### config.mk
export PLATFORM = sky130hd
export DESIGN_NAME = exec_cycle_ctrl
export DESIGN_NICKNAME = d
export VERILOG_FILES = /design/src/rtl/exec_cycle_ctrl.sv
export SDC_FILE = /design/constraint.sdc
export NUM_CORES = 1
export LEC_CHECK = 0
export CAP_MARGIN = 20
export CORE_MARGIN = 1
export CORE_UTILIZATION = 25
export CTS_CLUSTER_SIZE = 14
export DETAILED_ROUTE_END_ITERATION = 6
export GPL_TIMING_DRIVEN = 0
export PLACE_DENSITY = 0.58
export SYNTH_ARGS = -nofsm -noshare
export SYNTH_HDL_FRONTEND = slang
export SYNTH_SLANG_ARGS = --single-unit
### constraint.sdc
create_clock -name clk -period 4.6 [get_ports clk]
set_input_delay 0.92 -clock clk [delete_from_list [all_inputs] [get_ports clk]]
set_output_delay 0.92 -clock clk [all_outputs]
set_load 0.1 [all_outputs]
### src/rtl/exec_cycle_ctrl.sv
// Multi-cycle fetch/decode/execute/memory/writeback sequencer. It drives the PC block,
// handshakes the instruction and data memories, and tracks retirements and timeouts.
module exec_cycle_ctrl #(
    parameter logic [5:0] OP_BRANCH   = 6'h04,
    parameter logic [5:0] OP_LOAD     = 6'h23,
    parameter logic [5:0] OP_STORE    = 6'h2B,
    parameter logic [5:0] OP_HALT     = 6'h3F,
    parameter int         MEM_TIMEOUT = 16
) (
    input  logic        clk,
    input  logic        reset,
    input  logic        start,
    input  logic        halt_req,
    input  logic [31:0] pc_in,
    output logic        pc_write_en,
    output logic        pc_load,
    output logic [31:0] pc_new,
    input  logic        branch_taken,
    input  logic [31:0] branch_target,
    output logic        imem_req,
    output logic [31:0] imem_addr,
    input  logic        imem_ready,
    input  logic [31:0] imem_rdata,
    output logic        dmem_req,
    output logic        dmem_we,
    input  logic        dmem_ready,
    output logic        rf_write_en,
    output logic [31:0] ir,
    output logic [2:0]  state,
    output logic [31:0] instr_count,
    output logic        err
);

    localparam int CNT_W = $clog2(MEM_TIMEOUT) + 1;

    typedef enum logic [2:0] {
        IDLE      = 3'd0,
        FETCH     = 3'd1,
        DECODE    = 3'd2,
        EXECUTE   = 3'd3,
        MEMORY    = 3'd4,
        WRITEBACK = 3'd5,
        HALTED    = 3'd6
    } state_t;

    state_t           state_q;
    state_t           state_d;
    logic [CNT_W-1:0] wait_cnt;
    logic [31:0]      ir_q;
    logic [31:0]      count_q;
    logic             err_q;
    logic [5:0]       opcode;
    logic             is_branch;
    logic             is_load;
    logic             is_store;
    logic             at_limit;
    logic             timeout;

    assign opcode    = ir_q[31:26];
    assign is_branch = (opcode == OP_BRANCH);
    assign is_load   = (opcode == OP_LOAD);
    assign is_store  = (opcode == OP_STORE);
    assign at_limit  = (wait_cnt == CNT_W'(MEM_TIMEOUT - 1));

    // Any cycle that writes the PC is a retire; halt_req is only honoured there.
    always_comb begin
        state_d     = state_q;
        pc_write_en = 1'b0;
        pc_load     = 1'b0;
        pc_new      = '0;
        imem_req    = 1'b0;
        dmem_req    = 1'b0;
        dmem_we     = 1'b0;
        rf_write_en = 1'b0;
        timeout     = 1'b0;
        case (state_q)
            IDLE: begin
                if (start) state_d = FETCH;
            end
            FETCH: begin
                imem_req = 1'b1;
                if (imem_ready) begin
                    state_d = DECODE;
                end else if (at_limit) begin
                    timeout = 1'b1;
                    state_d = HALTED;
                end
            end
            DECODE: begin
                state_d = (opcode == OP_HALT) ? HALTED : EXECUTE;
            end
            EXECUTE: begin
                if (is_branch) begin
                    pc_write_en = 1'b1;
                    pc_load     = branch_taken;
                    pc_new      = branch_taken ? branch_target : '0;
                end else if (is_load || is_store) begin
                    state_d = MEMORY;
                end else begin
                    state_d = WRITEBACK;
                end
            end
            MEMORY: begin
                dmem_req = 1'b1;
                dmem_we  = is_store;
                if (dmem_ready) begin
                    if (is_store) pc_write_en = 1'b1;
                    else          state_d     = WRITEBACK;
                end else if (at_limit) begin
                    timeout = 1'b1;
                    state_d = HALTED;
                end
            end
            WRITEBACK: begin
                rf_write_en = 1'b1;
                pc_write_en = 1'b1;
            end
            HALTED: begin
                if (start) state_d = FETCH;
            end
            default: state_d = IDLE;
        endcase
        if (pc_write_en) state_d = halt_req ? HALTED : FETCH;
    end

    always_ff @(posedge clk or negedge reset) begin
        if (!reset) begin
            state_q  <= IDLE;
            ir_q     <= '0;
            count_q  <= '0;
            err_q    <= 1'b0;
            wait_cnt <= '0;
        end else begin
            state_q <= state_d;
            if (state_q == FETCH && imem_ready) ir_q <= imem_rdata;
            if (pc_write_en) count_q <= count_q + 32'd1;
            if (timeout) err_q <= 1'b1;
            if (state_d != state_q) begin
                wait_cnt <= '0;
            end else if ((imem_req && !imem_ready) || (dmem_req && !dmem_ready)) begin
                wait_cnt <= wait_cnt + CNT_W'(1);
            end
        end
    end

    assign imem_addr   = imem_req ? pc_in : '0;
    assign ir          = ir_q;
    assign state       = state_q;
    assign instr_count = count_q;
    assign err         = err_q;

endmodule

=== Yosys cells after proc, flatten, opt, wreduce, memory -nomap -nowiden ===
Cells that the tools add are included.

* Bits in registers: 73
* Input bits: 103
* Output and inout port bits: 138
* Word-level logic and storage cells: 60

* $add $sub $neg: 2
* Eq/ne operators: 12
* Muxes and demuxes: 31
* Reductions and logical operators: 10

{| class="wikitable"
|+ Operators with widths
! cell !! count
|-
| $mux 32 || 4
|-
| $add 32x1->32 const B || 1
|-
| $mux 3 || 9
|-
| $eq 6x6->1 const B || 3
|-
| $pmux 3 s6 || 1
|-
| $mux 1 || 13
|-
| $mux 5 || 2
|-
| $eq 3x3->1 const B || 3
|-
| $eq 3x2->1 const B || 2
|-
| $eq 6x3->1 const B || 1
|-
| $add 5x1->5 const B || 1
|-
| $eq 5x4->1 const B || 1
|-
| $eq 3x1->1 const B || 1
|-
| $logic_and 1x1->1 || 3
|-
| $logic_not 3->1 || 1
|-
| $ne 3x3->1 || 1
|-
| $pmux 1 s3 || 1
|-
| $logic_not 1->1 || 2
|-
| $logic_or 1x1->1 || 2
|-
| $pmux 1 s2 || 1
|-
| $reduce_bool 2->1 || 1
|-
| $reduce_or 2->1 || 1
|}

=== Longest topological paths before layout ===
* Word-level depth: 8
* Depth in mapped cells: 8
* Depth with buffers taken out: 8

=== Worst setup path after synthesis ===
No wires, ideal clock.

* Path kind: register to output
* Start: register state_q[1] (netlist: state[1])
* End: output dmem_we
* Arrival time: 3548 ps
* Required time: 3680 ps
* Setup slack: 132 ps
* Cell stages (with the launch flop): 5
* Buffers on the path: 1
* Cells stage by stage: dfrtp_1 > clkbuf_1 > nand2b_1 > nor2_1 > and4_1

* Cells in the longest elaborated chain, start to end: 2

{| class="wikitable"
|+ RTL lines
! element !! RTL line !! RTL
|-
| from (decl) || 46 || <nowiki>state_t state_q;</nowiki>
|-
| from (signal assigned) || 134 || <nowiki>state_q <= state_d;</nowiki>
|-
| $eq 3x3->1 || 76 || <nowiki>case (state_q)</nowiki>
|-
| $mux 1 || 76 ||
|-
| to (decl) || 25 || <nowiki>output logic dmem_we,</nowiki>
|}

Every way passes these cells.

=== Worst setup path in the final report ===
* Start: register state_q[2] (netlist: state[2])
* End: output pc_new[16]

* Cells in the longest elaborated chain, start to end: 2

{| class="wikitable"
|+ RTL lines
! element !! RTL line !! RTL
|-
| $eq 3x2->1 || 76 ||
|-
| $mux 32 || 76 ||
|-
| to (decl) || 17 || <nowiki>output logic [31:0] pc_new,</nowiki>
|}

Every way passes these cells.

==> load_flow_metrics.sql <==
INSERT INTO impl_metrics (metric_group, metric, value, unit) VALUES
('die', 'die_height', '128', 'um'),
('route', 'drc_errors_left', '0', ''),
('synthesis', 'synth-seq-area-share', '45.9', '%'),
('sta', 'period_minus_slack', '4.29', 'ns'),
('synthesis', 'synth_seq_cells', '73', ''),
('clock_network', 'number_of_levels_the_h_tree_was_split_into', '3', ''),
('synthesis', 'synthSimpleGateAreaFrac', '27.3', '%'),
('sta', 'tightest_slew', '1.05', 'ns'),
('worst_setup_path', 'critical_path.max_fanout', '10', ''),
('synthesis', 'ys_async_sr_fraction', '100', '%'),
('synthesis', 'postSynth.topFlopCell', 'sky130_fd_sc_hd__dfrtp_1', ''),
('synthesis', 'synth_top_family_by_area', 'simple AND/OR/NAND/NOR gates', ''),
('sta', 'share_of_the_clock_period_used_by_the_worst_path', '93.2', '%'),
('power_and_ir_drop', 'power.share.switching', '57.2', '%'),
('cells_and_area', 'layout.cells.most_common_list', 'sky130_fd_sc_hd__clkdlybuf4s50_1, sky130_fd_sc_hd__dfrtp_1, sky130_fd_sc_hd__and3_1', ''),
('clock_network', 'worstSkewPairLatency', '0.33', 'ns'),
('clock_network', 'clock_edge_transition_at_the_registers_on_the_reported_setup_and_hold_paths', '0.05', 'ns'),
('sta', 'rsz0062_at_grt', 'no', ''),
('synthesis', 'synth_adder_area_share', '0.944', '%'),
('power_and_ir_drop', 'seqPwrFrac', '20.2', '%'),
('flow_run', 'max-cap-violations', '0', ''),
('cells_and_area', 'finish.net_count', '732', ''),
('die', 'floorplan.initialDensity', '25.9', '%'),
('worst_setup_path', 'criticalPathCategory', 'reg2out', ''),
('power_and_ir_drop', 'combPwrFrac', '65.1', '%'),
('synthesis', 'synth_top_cell_by_area', 'sky130_fd_sc_hd__dfrtp_1', ''),
('synthesis', 'synth_mux_area_share', '9.59', '%'),
('sta', 'timing.final.hold_violations', '0', ''),
('die', 'top_level_ports', '241', ''),
('synthesis', 'yosysWarnings', '0', ''),
('synthesis', 'synth_area_in_compound_gates', '5.57', '%'),
('placed_design', 'cell_area_after_placement', '0.00666', 'mm2'),
('cells_and_area', 'final_cell_count_without_fillers', '842', ''),
('global_route', 'grt.total_usage', '16.0', '%'),
('route', 'detail_route.wirelength', '13400', 'um'),
('route', 'initialDrtViolationCount', '126', ''),
('synthesis', 'yosys.cell_types.count', '51', ''),
('hold_path', 'path_type_of_the_worst_min_delay_path', 'reg2reg', ''),
('cells_and_area', 'antenna_cells', '0', ''),
('clock_network', 'cts_buffers', '9', ''),
('placed_design', 'gp_congestion', '0.788', ''),
('cells_and_area', 'final_common_cell', 'sky130_fd_sc_hd__clkdlybuf4s50_1', ''),
('route', 'detail_route.vias_per_cell', '4.57', ''),
('global_route', 'antenna_found_initial', '0', ''),
('route', 'detailedRoute.firstPassIterationCount', '4', ''),
('sta', 'setup_viol', '0', ''),
('global_route', 'global_route.overflow_total', '0', ''),
('power_and_ir_drop', 'power_frac_clock', '14.8', '%'),
('synthesis', 'synth.avg_cell_area', '10.6', 'um2'),
('synthesis', 'synthXorXnorAreaFrac', '7.49', '%'),
('placed_design', 'dp_hpwl', '10400', 'um'),
('power_and_ir_drop', 'power-per-cell-area', '716', 'mW/mm2'),
('die', 'fp-row-count', '45', ''),
('worst_setup_path', 'crit_path_end_kind', 'primary output', ''),
('global_route', 'grt_max_degree', '38', ''),
('clock_network', 'maximum_count_of_clock_buffers_along_a_single_path', '2', ''),
('synthesis', 'synthDominantCellAreaShare', '45.9', '%'),
('route', 'ant_nets', '0', ''),
('sta', 'totalNegativeSetupSlack', '0', 'ns'),
('cells_and_area', 'layout-drive-gt1-share', '10.9', '%'),
('power_and_ir_drop', 'p_leak', '3.02', 'nW'),
('worst_setup_path', 'start_kind', 'flip-flop', ''),
('placed_design', 'number_of_buffers_inserted_by_port_buffering', '240', ''),
('route', 'drt-wirelength-per-cell', '15.9', 'um'),
('power_and_ir_drop', 'intPower', '2.14', 'mW'),
('synthesis', 'syn_area', '0.00398', 'mm2'),
('sta', 'setup_ws', '0.311', 'ns'),
('run_status', 'status', 'finished, final reports clean', ''),
('synthesis', 'most_area_consuming_cells_after_synthesis', 'sky130_fd_sc_hd__dfrtp_1, sky130_fd_sc_hd__mux2_2, sky130_fd_sc_hd__xor2_1', ''),
('placed_design', 'pre_cts_ws', '0.0973', 'ns'),
('clock_network', 'cts_tree', 'built', '');
-- final cells by class --
class                      instances  area [um2]
clock buffer                      12         236
multi-input combinational        271        2020
fill                            1448        8390
sequential                        73        1830
clock inverter                     4        77.6
inverter                           7        26.3
tap                              211         264
timing repair buffer             241        2420
buffer                            23         101
-- what timing repair did --
item | in CTS | in global routing
resized for setup | 0 | 1
setup endpoints to repair | 0 | 1
hold endpoints to repair | 0 | 0
-- metal layers --
metal	track usage, %	routed length [um]	vias to the layer above
met5	0	0	-
met4	4.36	151	0
met3	4.34	1050	12
met2	29.5	6890	158
met1	17.9	5290	1835
li1	-	-	1841
-- flip-flops by register name, indices dropped and copies added, names as in the netlist --
signal	flops
wait_cnt	5
ir	32
state	3
err	1
instr_count	32
-- path summary, 6_finish.rpt --
kind / start / endpoint / slack, ns / depth (start not counted)
worst max-delay path: state[2] / pc_new[16] / 0.31 / 5
worst min-delay path: instr_count[31] / instr_count[31] / 0.46 / 1
worst max register to register: wait_cnt[0] / wait_cnt[4] / 2.01 / 8
worst min register to register: instr_count[31] / instr_count[31] / 0.46 / 1
max in group asynchronous: reset / ir[7] / 3.48 / 2
min in group asynchronous: reset / instr_count[20] / 0.55 / 1
-- stage by stage --
step                      power (mW)  hold slack, ns
after floorplan                 3.46           0.549
after global placement          4.26           0.458
after detailed placement        4.29           0.460
after CTS                       5.05           0.468
after global routing            5.20           0.482
final                           5.00           0.465
-- synth_stat cells (all sizes together) (4+ instances only) --
| library cell | instances |
|---|---|
| a21oi | 5 |
| nor3b | 6 |
| nand4 | 9 |
| nor4b | 6 |
| and3 | 38 |
| nand3 | 10 |
| xnor2 | 5 |
| buf | 8 |
| o21ai | 4 |
| clkbuf | 15 |
| and2 | 35 |
| nor4 | 7 |
| nor2 | 17 |
| inv | 7 |
| nor3 | 19 |
| nand2b | 4 |
| dfrtp | 73 |
| xor2 | 29 |
| nand2 | 10 |
| mux2 | 33 |
-- critical path: stages (launching register included) --
cell                              delay [ns]
sky130_fd_sc_hd__dfrtp_1                0.48
sky130_fd_sc_hd__nand3b_1               0.29
sky130_fd_sc_hd__nor4b_4                0.58
sky130_fd_sc_hd__clkbuf_1               0.32
sky130_fd_sc_hd__and3_1                 0.23
sky130_fd_sc_hd__clkdlybuf4s50_1        1.13
-- cells by family (layout without fill, tap and decap cells) --
kind of cell / after synthesis / after routing
simple gates: 171 / 171
compound gates: 29 / 29
fa+ha+maj: 3 / 3
flops: 73 / 73
xor+xnor: 34 / 34
buf+inv: 30 / 287
mux: 34 / 34
-- power by group through the flow --
stage	registers [mW]	logic [mW]	clock network, mW
4_1_cts	1.01	3.28	0.766
6_report	1.01	3.25	0.739
3_5_place_dp	1.02	3.27	0
2_1_floorplan	2.28	1.17	0
3_3_place_gp	1.00	3.26	0
5_1_grt	1.04	3.37	0.788
Power figures use the tool's default switching activity.
==> RTL edit, RTL diff (same settings) <==
`MEM_TIMEOUT`: 16 -> 32.
--- a/src/rtl/exec_cycle_ctrl.sv
+++ b/src/rtl/exec_cycle_ctrl.sv
@@ -5,7 +5,7 @@
     parameter logic [5:0] OP_LOAD     = 6'h23,
     parameter logic [5:0] OP_STORE    = 6'h2B,
     parameter logic [5:0] OP_HALT     = 6'h3F,
-    parameter int         MEM_TIMEOUT = 16
+    parameter int         MEM_TIMEOUT = 32
 ) (
     input  logic        clk,
     input  logic        reset,
Behaviour: no difference found for any inputs over 10 cycles, from zero or initial values and one cycle with reset low; that may be too few to reach the edited logic, so the function may still have changed.
==> RTL edit against the original RTL <==
  * Critical path depth increased by 1
  * Via count fell by 2.6%
  * Sequential cell count up 1
  * Routed wire length decreased by 5.1%
  * Power is 2.6% higher
  * Worst setup slack lost 0.080 ns
  * Area after synthesis is 0.79% higher
  * Maximum frequency is 1.8% lower
  * Final area grew 0.20%
  * Non-clock buffer count fell by 6
  * Critical endpoint is now pc_new[21]
  * Largest power group unchanged
==> RTL edit: results (changes against the original RTL) <==
===========================================================================================
Internal Dissipation                                                                2130 uW   -0.25%
Maximum number of pins on one net before global-route repair                             39   +2.6%
Mean post-synth cell area                                                         10.8 um^2   +1.9%
Buffers excl. clock                                                                     258   -2.3%
Area Growth Syn to Fin                                                                74.4%
Met2 WL post-DR                                                                     6300 um   -8.7%
Highest layer used for signal routing                                                  met5
Adder-cell share of the synthesized area                                             0.624%   -0.32 points
Post-place setup slack                                                             0.333 ns   +0.236 ns
Met2 usage                                                                            26.0%   -3.5 points
Routed met3 length                                                                  1260 um   +20%
Multi-input logic portion of the cell area                                            28.9%   -0.057 points
Share of cell area taken by muxes after synthesis                                     9.80%   +0.21 points
Number of design-rule violations left by the first detailed-router iteration             93   -26%
Routed metal-1 wire length                                                          4770 um   -9.8%
Fill cell instance count of the final layout                                           1513   +4.5%
Routed WL                                                                          12700 um   -5.1%
Met1 global-route usage                                                               16.4%   -1.5 points
Global-route wire length before repair                                             19200 um   -5.5%
Register bit total from synthesis                                                        74   +1.4%
Fraction of standard cell area that is sequential                                     26.5%   +0.31 points
Cell count after placement                                                              822   -0.48%
Yosys top cell area share                                                             46.2%   +0.27 points
Synth Instances                                                                         370   -1.1%
Worst reg2reg path depth                                                                  6   -2
Xor/xnor cell area share of the yosys netlist                                         8.08%   +0.60 points
Crit path arrival time                                                              3.45 ns   +0.08 ns
Post-synth net total                                                                    475   -1.0%
Multi-input gates                                                                       272   +0.37%
Dpl hpwl                                                                           10200 um   -1.7%
Tot GR Track Use                                                                      15.2%   -0.74 points
Cell Count, Final, Fillers Out                                                          838   -0.48%
Fraction of area in clock buffers and inverters                                       4.04%   -0.46 points
Lkg Pwr                                                                          0.00297 uW   -1.8%
Worst hold-check slack                                                             0.471 ns   +0.00584 ns
Top cells by area, synth                                                       sky130_fd_sc_hd__dfrtp_1 (46%), sky130_fd_sc_hd__and2_1 (10%), sky130_fd_sc_hd__mux2_2 (9.3%)
Result of the run                                                                 completed
Worst-case clock skew                                                            0.00635 ns   +0.000137 ns
Synth cell types                                                                         58   +14%
Startpoint of the worst-slack reg-to-reg timing path                               state[0]
Share of final-layout standard cells stronger than drive strength 1                   12.4%   +1.5 points
Most numerous cell types in the synthesized netlist                            sky130_fd_sc_hd__dfrtp_1 (74), sky130_fd_sc_hd__and2_1 (67), sky130_fd_sc_hd__mux2_2 (33)
Via count                                                                              3745   -2.6%
Worst Tran Pin Value                                                                1.04 ns   -0.00614 ns
Complex-gate fraction of the synthesized area                                         6.93%   +1.4 points
===========================================================================================
## RTL edit: cell types whose count changed after synthesis, sizes merged, moves of 6 or more
cell,change
nor3b,-6
xnor2,+13
xor2,-10
nand2,+6
nor3,-7
nor4,-6
and3,-28
and2,+33
## RTL edit: power groups by stage
stage	Clock [uW]	Combinational (uW)	Sequential, uW
after floorplan	0	1410	2240
after global placement	0	3480	984
after detailed placement	0	3500	990
after CTS	689	3510	984
after global routing	722	3600	1010
final	663	3490	979
## RTL edit: worst max-delay path by stage
stage                            start           to  slack (ns)  cells past startpoint
after floorplan                 ir[26]      dmem_we        0.23                      3
after global placement           reset  wait_cnt[5]       -0.07                      1
after detailed placement  branch_taken   pc_new[17]        0.33                      5
after CTS                       ir[26]   pc_new[17]        0.13                      6
after global routing            ir[26]   pc_new[12]       0.001                      6
final                           ir[26]   pc_new[21]        0.23                      6
